## src/rtl/rv32i_pkg.sv

```systemverilog
// Purpose: shared encodings for the RV32I multicycle control path (opcodes, ALU codes, states, mux selects).
// Latency: n/a (declarations only).
// Backpressure: n/a.
package rv32i_pkg;

  // Major opcodes (instr[6:0])
  localparam logic [6:0] op_r      = 7'b0110011;
  localparam logic [6:0] op_imm    = 7'b0010011;
  localparam logic [6:0] op_load   = 7'b0000011;
  localparam logic [6:0] op_store  = 7'b0100011;
  localparam logic [6:0] op_branch = 7'b1100011;
  localparam logic [6:0] op_jal    = 7'b1101111;
  localparam logic [6:0] op_jalr   = 7'b1100111;
  localparam logic [6:0] op_lui    = 7'b0110111;
  localparam logic [6:0] op_auipc  = 7'b0010111;

  // ALU operation codes
  localparam logic [3:0] alu_add  = 4'b0000;
  localparam logic [3:0] alu_sub  = 4'b0001;
  localparam logic [3:0] alu_sll  = 4'b0010;
  localparam logic [3:0] alu_slt  = 4'b0100;
  localparam logic [3:0] alu_sltu = 4'b0110;
  localparam logic [3:0] alu_xor  = 4'b1000;
  localparam logic [3:0] alu_srl  = 4'b1010;
  localparam logic [3:0] alu_sra  = 4'b1011;
  localparam logic [3:0] alu_or   = 4'b1100;
  localparam logic [3:0] alu_and  = 4'b1110;

  // Datapath mux selects
  localparam logic       addr_pc     = 1'b0;
  localparam logic       addr_aluout = 1'b1;
  localparam logic       pcsrc_alu   = 1'b0;
  localparam logic       pcsrc_aluout = 1'b1;
  localparam logic [1:0] asel_rs1    = 2'd0;
  localparam logic [1:0] asel_pc     = 2'd1;
  localparam logic [1:0] asel_oldpc  = 2'd2;
  localparam logic [1:0] asel_zero   = 2'd3;
  localparam logic [1:0] bsel_rs2    = 2'd0;
  localparam logic [1:0] bsel_imm    = 2'd1;
  localparam logic [1:0] bsel_four   = 2'd2;
  localparam logic [2:0] imm_i       = 3'd0;
  localparam logic [2:0] imm_s       = 3'd1;
  localparam logic [2:0] imm_b       = 3'd2;
  localparam logic [2:0] imm_u       = 3'd3;
  localparam logic [2:0] imm_j       = 3'd4;
  localparam logic       wb_aluout   = 1'b0;
  localparam logic       wb_mem      = 1'b1;

  typedef enum logic [3:0] {
    st_fetch, st_decode, st_exec_r, st_exec_i, st_addr, st_mem_rd, st_mem_wr, st_wb_alu,
    st_wb_mem, st_branch, st_jal, st_jalr_a, st_jalr_b, st_lui, st_auipc, st_trap
  } state_t;

endpackage

```

## src/rtl/alu_dec.sv

```systemverilog
// Purpose: ALU operation decode for OP, OP-IMM and BRANCH, plus branch-taken polarity.
// Latency: combinational.
// Backpressure: none.
// Ports: opcode/funct3/bit30 (instr fields) in; alu_sel (4-bit ALU code), br_on_nonzero out.
module alu_dec
  import rv32i_pkg::*;
(
  input  logic [6:0] opcode,
  input  logic [2:0] funct3,
  input  logic       bit30,
  output logic [3:0] alu_sel,
  output logic       br_on_nonzero
);

  // bne, blt and bltu are taken when the compare result is non-zero; the
  // others when it is zero. That pattern is exactly funct3[2] ^ funct3[0].
  assign br_on_nonzero = funct3[2] ^ funct3[0];

  always_comb begin
    alu_sel = alu_add;
    case (opcode)
      op_r:   alu_sel = {funct3, bit30};
      // Only the shift-right pair uses bit30 as a selector for immediates;
      // elsewhere it is immediate data (addi must never turn into sub).
      op_imm: alu_sel = {funct3, (funct3 == 3'b101) & bit30};
      op_branch: begin
        case (funct3[2:1])
          2'b00:   alu_sel = alu_sub;
          2'b10:   alu_sel = alu_slt;
          2'b11:   alu_sel = alu_sltu;
          default: alu_sel = alu_add;
        endcase
      end
      default: alu_sel = alu_add;
    endcase
  end

endmodule

```

## src/rtl/control_multiciclo.sv

```systemverilog
// Purpose: multicycle control FSM for RV32I (fetch/decode/execute/memory/writeback over a shared datapath).
// Latency: 3..5 cycles per instruction with mem_ready high; each memory access adds one cycle per mem_ready=0.
// Backpressure: mem_valid held with a stable address source until mem_ready; FSM stalls in FETCH/MEM_RD/MEM_WR.
// Ports: clk, nreset (sync, active-low), instr (IR), zero (ALU flag), mem_ready in;
//        mem_valid/mem_we/addr_sel, ir_we/oldpc_we/pc_we/pc_src, alu_a_sel/alu_b_sel/alu_sel/imm_sel,
//        rf_we/wb_sel, illegal (sticky until reset) out.
module control_multiciclo
  import rv32i_pkg::*;
#(
  parameter bit RESET_PC_WE = 1'b0
) (
  input  logic        clk,
  input  logic        nreset,
  input  logic [31:0] instr,
  input  logic        zero,
  input  logic        mem_ready,
  output logic        mem_valid,
  output logic        mem_we,
  output logic        addr_sel,
  output logic        ir_we,
  output logic        oldpc_we,
  output logic        pc_we,
  output logic        pc_src,
  output logic [1:0]  alu_a_sel,
  output logic [1:0]  alu_b_sel,
  output logic [3:0]  alu_sel,
  output logic [2:0]  imm_sel,
  output logic        rf_we,
  output logic        wb_sel,
  output logic        illegal
);

  state_t     state;
  logic       boot_q;
  logic [6:0] opcode;
  logic [2:0] funct3;
  logic [3:0] dec_sel;
  logic       br_on_nonzero;
  logic       taken;
  logic       unused_instr_bits;

  assign opcode = instr[6:0];
  assign funct3 = instr[14:12];
  assign unused_instr_bits = ^{instr[31], instr[29:15], instr[11:7]};

  alu_dec u_alu_dec (
    .opcode        (opcode),
    .funct3        (funct3),
    .bit30         (instr[30]),
    .alu_sel       (dec_sel),
    .br_on_nonzero (br_on_nonzero)
  );

  assign taken = br_on_nonzero ? !zero : zero;

  always_ff @(posedge clk) begin
    if (!nreset) begin
      state  <= st_fetch;
      // Optional first cycle after reset that only loads the reset vector.
      boot_q <= RESET_PC_WE;
    end else begin
      boot_q <= 1'b0;
      case (state)
        st_fetch:  if (!boot_q && mem_ready) state <= st_decode;
        st_decode: begin
          case (opcode)
            op_r:                state <= st_exec_r;
            op_imm:              state <= st_exec_i;
            op_load, op_store:   state <= st_addr;
            op_branch:           state <= st_branch;
            op_jal:              state <= st_jal;
            op_jalr:             state <= st_jalr_a;
            op_lui:              state <= st_lui;
            op_auipc:            state <= st_auipc;
            default:             state <= st_trap;
          endcase
        end
        st_exec_r, st_exec_i, st_jal, st_jalr_b, st_lui, st_auipc: state <= st_wb_alu;
        st_addr:   state <= (opcode == op_store) ? st_mem_wr : st_mem_rd;
        st_mem_rd: if (mem_ready) state <= st_wb_mem;
        st_mem_wr: if (mem_ready) state <= st_fetch;
        st_jalr_a: state <= st_jalr_b;
        st_wb_alu, st_wb_mem, st_branch: state <= st_fetch;
        st_trap:   state <= st_trap;
        default:   state <= st_trap;
      endcase
    end
  end

  always_comb begin
    mem_valid = 1'b0;
    mem_we    = 1'b0;
    addr_sel  = addr_pc;
    ir_we     = 1'b0;
    oldpc_we  = 1'b0;
    pc_we     = 1'b0;
    pc_src    = pcsrc_alu;
    alu_a_sel = asel_rs1;
    alu_b_sel = bsel_rs2;
    alu_sel   = alu_add;
    imm_sel   = imm_i;
    rf_we     = 1'b0;
    wb_sel    = wb_aluout;
    illegal   = 1'b0;
    case (state)
      st_fetch: begin
        alu_a_sel = asel_pc;
        alu_b_sel = bsel_four;
        if (boot_q) begin
          pc_we = 1'b1;
        end else begin
          mem_valid = 1'b1;
          if (mem_ready) begin
            ir_we    = 1'b1;
            oldpc_we = 1'b1;
            pc_we    = 1'b1;
          end
        end
      end
      st_decode: begin
        // ALUOut speculatively captures the branch/jump target.
        alu_a_sel = asel_oldpc;
        alu_b_sel = bsel_imm;
        imm_sel   = (opcode == op_jal) ? imm_j : imm_b;
      end
      st_exec_r: alu_sel = dec_sel;
      st_exec_i: begin
        alu_b_sel = bsel_imm;
        alu_sel   = dec_sel;
      end
      st_addr: begin
        alu_b_sel = bsel_imm;
        imm_sel   = (opcode == op_store) ? imm_s : imm_i;
      end
      st_mem_rd: begin
        mem_valid = 1'b1;
        addr_sel  = addr_aluout;
      end
      st_mem_wr: begin
        mem_valid = 1'b1;
        mem_we    = 1'b1;
        addr_sel  = addr_aluout;
      end
      st_wb_alu: rf_we = 1'b1;
      st_wb_mem: begin
        rf_we  = 1'b1;
        wb_sel = wb_mem;
      end
      st_branch: begin
        alu_sel = dec_sel;
        pc_src  = pcsrc_aluout;
        pc_we   = taken;
      end
      st_jal, st_jalr_b: begin
        // Target already sits in ALUOut; the ALU forms the link value.
        pc_we     = 1'b1;
        pc_src    = pcsrc_aluout;
        alu_a_sel = asel_oldpc;
        alu_b_sel = bsel_four;
      end
      st_jalr_a: alu_b_sel = bsel_imm;
      st_lui: begin
        alu_a_sel = asel_zero;
        alu_b_sel = bsel_imm;
        imm_sel   = imm_u;
      end
      st_auipc: begin
        alu_a_sel = asel_oldpc;
        alu_b_sel = bsel_imm;
        imm_sel   = imm_u;
      end
      st_trap: illegal = 1'b1;
      default: illegal = 1'b1;
    endcase
    // Reset abandons any in-flight request and blocks all state updates.
    if (!nreset) begin
      mem_valid = 1'b0;
      mem_we    = 1'b0;
      ir_we     = 1'b0;
      oldpc_we  = 1'b0;
      pc_we     = 1'b0;
      rf_we     = 1'b0;
    end
  end

endmodule

```

## config.mk

```make
export PLATFORM = sky130hd
export DESIGN_NAME = control_multiciclo
export DESIGN_NICKNAME = d
export VERILOG_FILES = /design/src/rtl/rv32i_pkg.sv /design/src/rtl/alu_dec.sv /design/src/rtl/control_multiciclo.sv
export SDC_FILE = /design/constraint.sdc
export NUM_CORES = 1
export LEC_CHECK = 0
export ABC_AREA = 1
export CAP_MARGIN = 20
export CORE_MARGIN = 2
export CORE_UTILIZATION = 32
export CTS_CLUSTER_SIZE = 25
export DETAILED_ROUTE_END_ITERATION = 10
export GPL_ROUTABILITY_DRIVEN = 0
export PLACE_DENSITY = 0.84
export SLEW_MARGIN = 15
export SYNTH_ARGS = -nofsm -noshare
export SYNTH_HDL_FRONTEND = slang
export SYNTH_HIERARCHICAL = 1
export SYNTH_SLANG_ARGS = --single-unit
```

## constraint.sdc

```tcl
create_clock -name clk -period 1.35 [get_ports clk]
set_clock_uncertainty 0.05 [all_clocks]
set_input_delay 0.27 -clock clk [delete_from_list [all_inputs] [get_ports clk]]
set_output_delay 0.27 -clock clk [all_outputs]
set_load 0.01 [all_outputs]
```

==> flow_metrics.env <==
export IMPL_setup_ws_ps=-367
export IMPL_grt_use_total_pct=25.8
export IMPL_antenna_found_initial=0
export IMPL_ir_drop_mv=2.00
export IMPL_n_antenna_cell=0
export IMPL_wl_per_cell_um=15.5
export IMPL_cap_viol_max_count=0
export IMPL_p_total_mw=3.12
export IMPL_layout_commonest_cell="buf_4"
export IMPL_hold_path_class="in -> reg"
export IMPL_p_per_area_nw_per_um2=1630
export IMPL_cts_tree="yes"
export IMPL_vias=1599
export IMPL_multiInputGateArea_um2=883
export IMPL_rsz0062_at_grt="true"
export IMPL_end_kind="output port"
export IMPL_grt_util_met2_pct=45.1
export IMPL_coreArea_um2=2500
export IMPL_setup_viol=25
export IMPL_clockRootBuffer="clkbuf_4"
export IMPL_fin_crit_sh_pct=127
export IMPL_setup_worst_path_start_class="register"
export IMPL_synth_top_cell_by_area="nand2_1"
export IMPL_grt_max_degree=7
export IMPL_pin_count=57
export IMPL_routed_via_density=5.40
export IMPL_cts_sinks=4
export IMPL_gr_usage_met3_pct=4.42
export IMPL_die_area_um2=3110
export IMPL_hpwl_um=2150
export IMPL_status="finished, violations left"
export IMPL_final_setup_tns_ps=-6450
export IMPL_synth_area_leaders="nand2_1 (18%), nor2_1 (14%), inv_1 (13%)"
export IMPL_top_regs="state: 4 flops"
export IMPL_drive_gt1_share_pct=58.3
export IMPL_largest_register_ffs=4
export IMPL_regArea_um2=92.6
export IMPL_slew_violations=0
export IMPL_io_buffers=35
export IMPL_fp_dieW_um=55.8
export IMPL_layout_nets=304
export IMPL_drc_errors=0
export IMPL_core_rowCount=18
export IMPL_final_cell_mix="buf_4 (39), nand2_1 (31), inv_1 (22)"
export IMPL_critPathRequiredTime_ps=1030
export IMPL_synth_nets=208
export IMPL_synth_seq_cells=4
export IMPL_path_clk_slew_ps=40
export IMPL_start_util_pct=34.3
export IMPL_syn_avg_cell_area_um2=4.99
export IMPL_syn_inst=172
export IMPL_finalWorstPathRequiredPeriod_ps=1720
export IMPL_top_usage_layer="met2"
export IMPL_worst_setup_path_type="reg -> out"
export IMPL_use_met1_pct=30.3
export IMPL_critPathArrivalTime_ps=1400
export IMPL_yosysSeqAreaShare_pct=9.33
export IMPL_crit_fanout=5
export IMPL_drtIter0Drc=98
export IMPL_cts_buffers=3
export IMPL_syn_area_um2=858
export IMPL_timing_fmax_ghz=0.582
export IMPL_clock_latency_ps=230
export IMPL_worstMarginPinSlew_ps=232
export IMPL_violations="setup timing"
export IMPL_synth_top_area_share_pct=17.9
export IMPL_synth_cell_types=24
export IMPL_finalWirelength_um=4580
export IMPL_top_register="state"
export IMPL_drtPass1Iterations=4
export IMPL_whs_ps=446
export IMPL_dp_cells=267
export IMPL_cts_buffer_depth=2
export IMPL_reg2reg_depth=13
export IMPL_die_height_um=55.8
export IMPL_grt_pass1_wl_um=6560
export IMPL_relSlewSlack_pct=84.4
export IMPL_cts_max_level=1
export IMPL_ys_warnings_count=6
export IMPL_grt_pass1_vias=1463
export IMPL_final_cell_count_no_fill=296
export IMPL_finalHoldViolCount=0
export IMPL_fin_util_pct=76.4
export IMPL_grt_overflow_total=0
export IMPL_drt_antenna_violating_nets=0
export IMPL_nFillCells=156
export IMPL_area_delta_synth_final_pct=123
export IMPL_total_leakage_power_nw=1.01
export IMPL_min_path_cells=4
-- timing repair --
action,in CTS,in global routing
hold buffers,0,0
pin swaps,23,20
cloned,1,0
gates resized for setup,159,52
setup buffers,21,6
endpoints found under the setup margin,25,25
-- routing by layer --
| layer | vias up | part of all wire [%] |
|---|---|---|
| li1 | 733 | - |
| met1 | 719 | 38 |
| met2 | 115 | 46 |
| met3 | 32 | 8.3 |
| met4 | 0 | 7.6 |
| met5 | - | 0 |
-- logic make-up (layout without fill, tap and decap cells) --
kind of cell    after synthesis  count (layout)  synth area share [%]
compound gates               17              17                  11.2
xor+xnor                      2               2                  2.04
buf+inv                      34             127                  15.3
flops                         4               4                  9.33
simple gates                115             116                  62.1
-- worst max-delay path, cell delays in order, from the launching register on --
cell	delay [ps]
dfxtp_4	400
nand2_2	120
nor2_4	120
nor2_4	40
buf_6	120
buf_6	100
a31oi_1	110
buf_2	150
-- per-stage QoR --
| step | cell area, µm² | setup slack (ps) |
|---|---|---|
| after detailed placement | 1480 | -926 |
| after global routing | 1910 | -422 |
| after floorplan | 865 | 59.0 |
| after CTS | 1760 | -349 |
| final | 1910 | -367 |
| after global placement | 1480 | -916 |
-- final cells by class --
cell class	instances	area share, %
clock buffer	3	1.18
inverter	33	7.14
tap	30	1.96
multi-input combinational	135	46.2
timing repair buffer	91	38.6
sequential	4	4.85
-- where the power goes --
part / total [mW] / leakage (nW) / switching, mW / internal [mW]
Combinational: 2.68 / 0.965 / 1.42 / 1.26
Clock: 0.144 / 0.0138 / 0.0446 / 0.0992
Sequential: 0.300 / 0.0353 / 0.106 / 0.193
-- cell usage after synthesis, drive strengths merged --
library cell,n
a31oi,1
buf,1
nor2,37
nand3,23
a21boi,1
o21ai,6
xor2,2
o21a,1
o22ai,1
clkinv,1
dfxtp,4
nand3b,1
inv,32
a21oi,6
nand2,49
nand4,2
o2111ai,1
nor3,3
-- worst paths after layout --
check / slack, ps / start / endpoint
worst min-delay path: 450 / nreset / state[1]
worst max register to register: -270 / state[1] / state[1]
worst max-delay path: -370 / state[3] / pc_we
worst min register to register: 680 / state[0] / state[0]
Power figures use the tool's default switching activity.
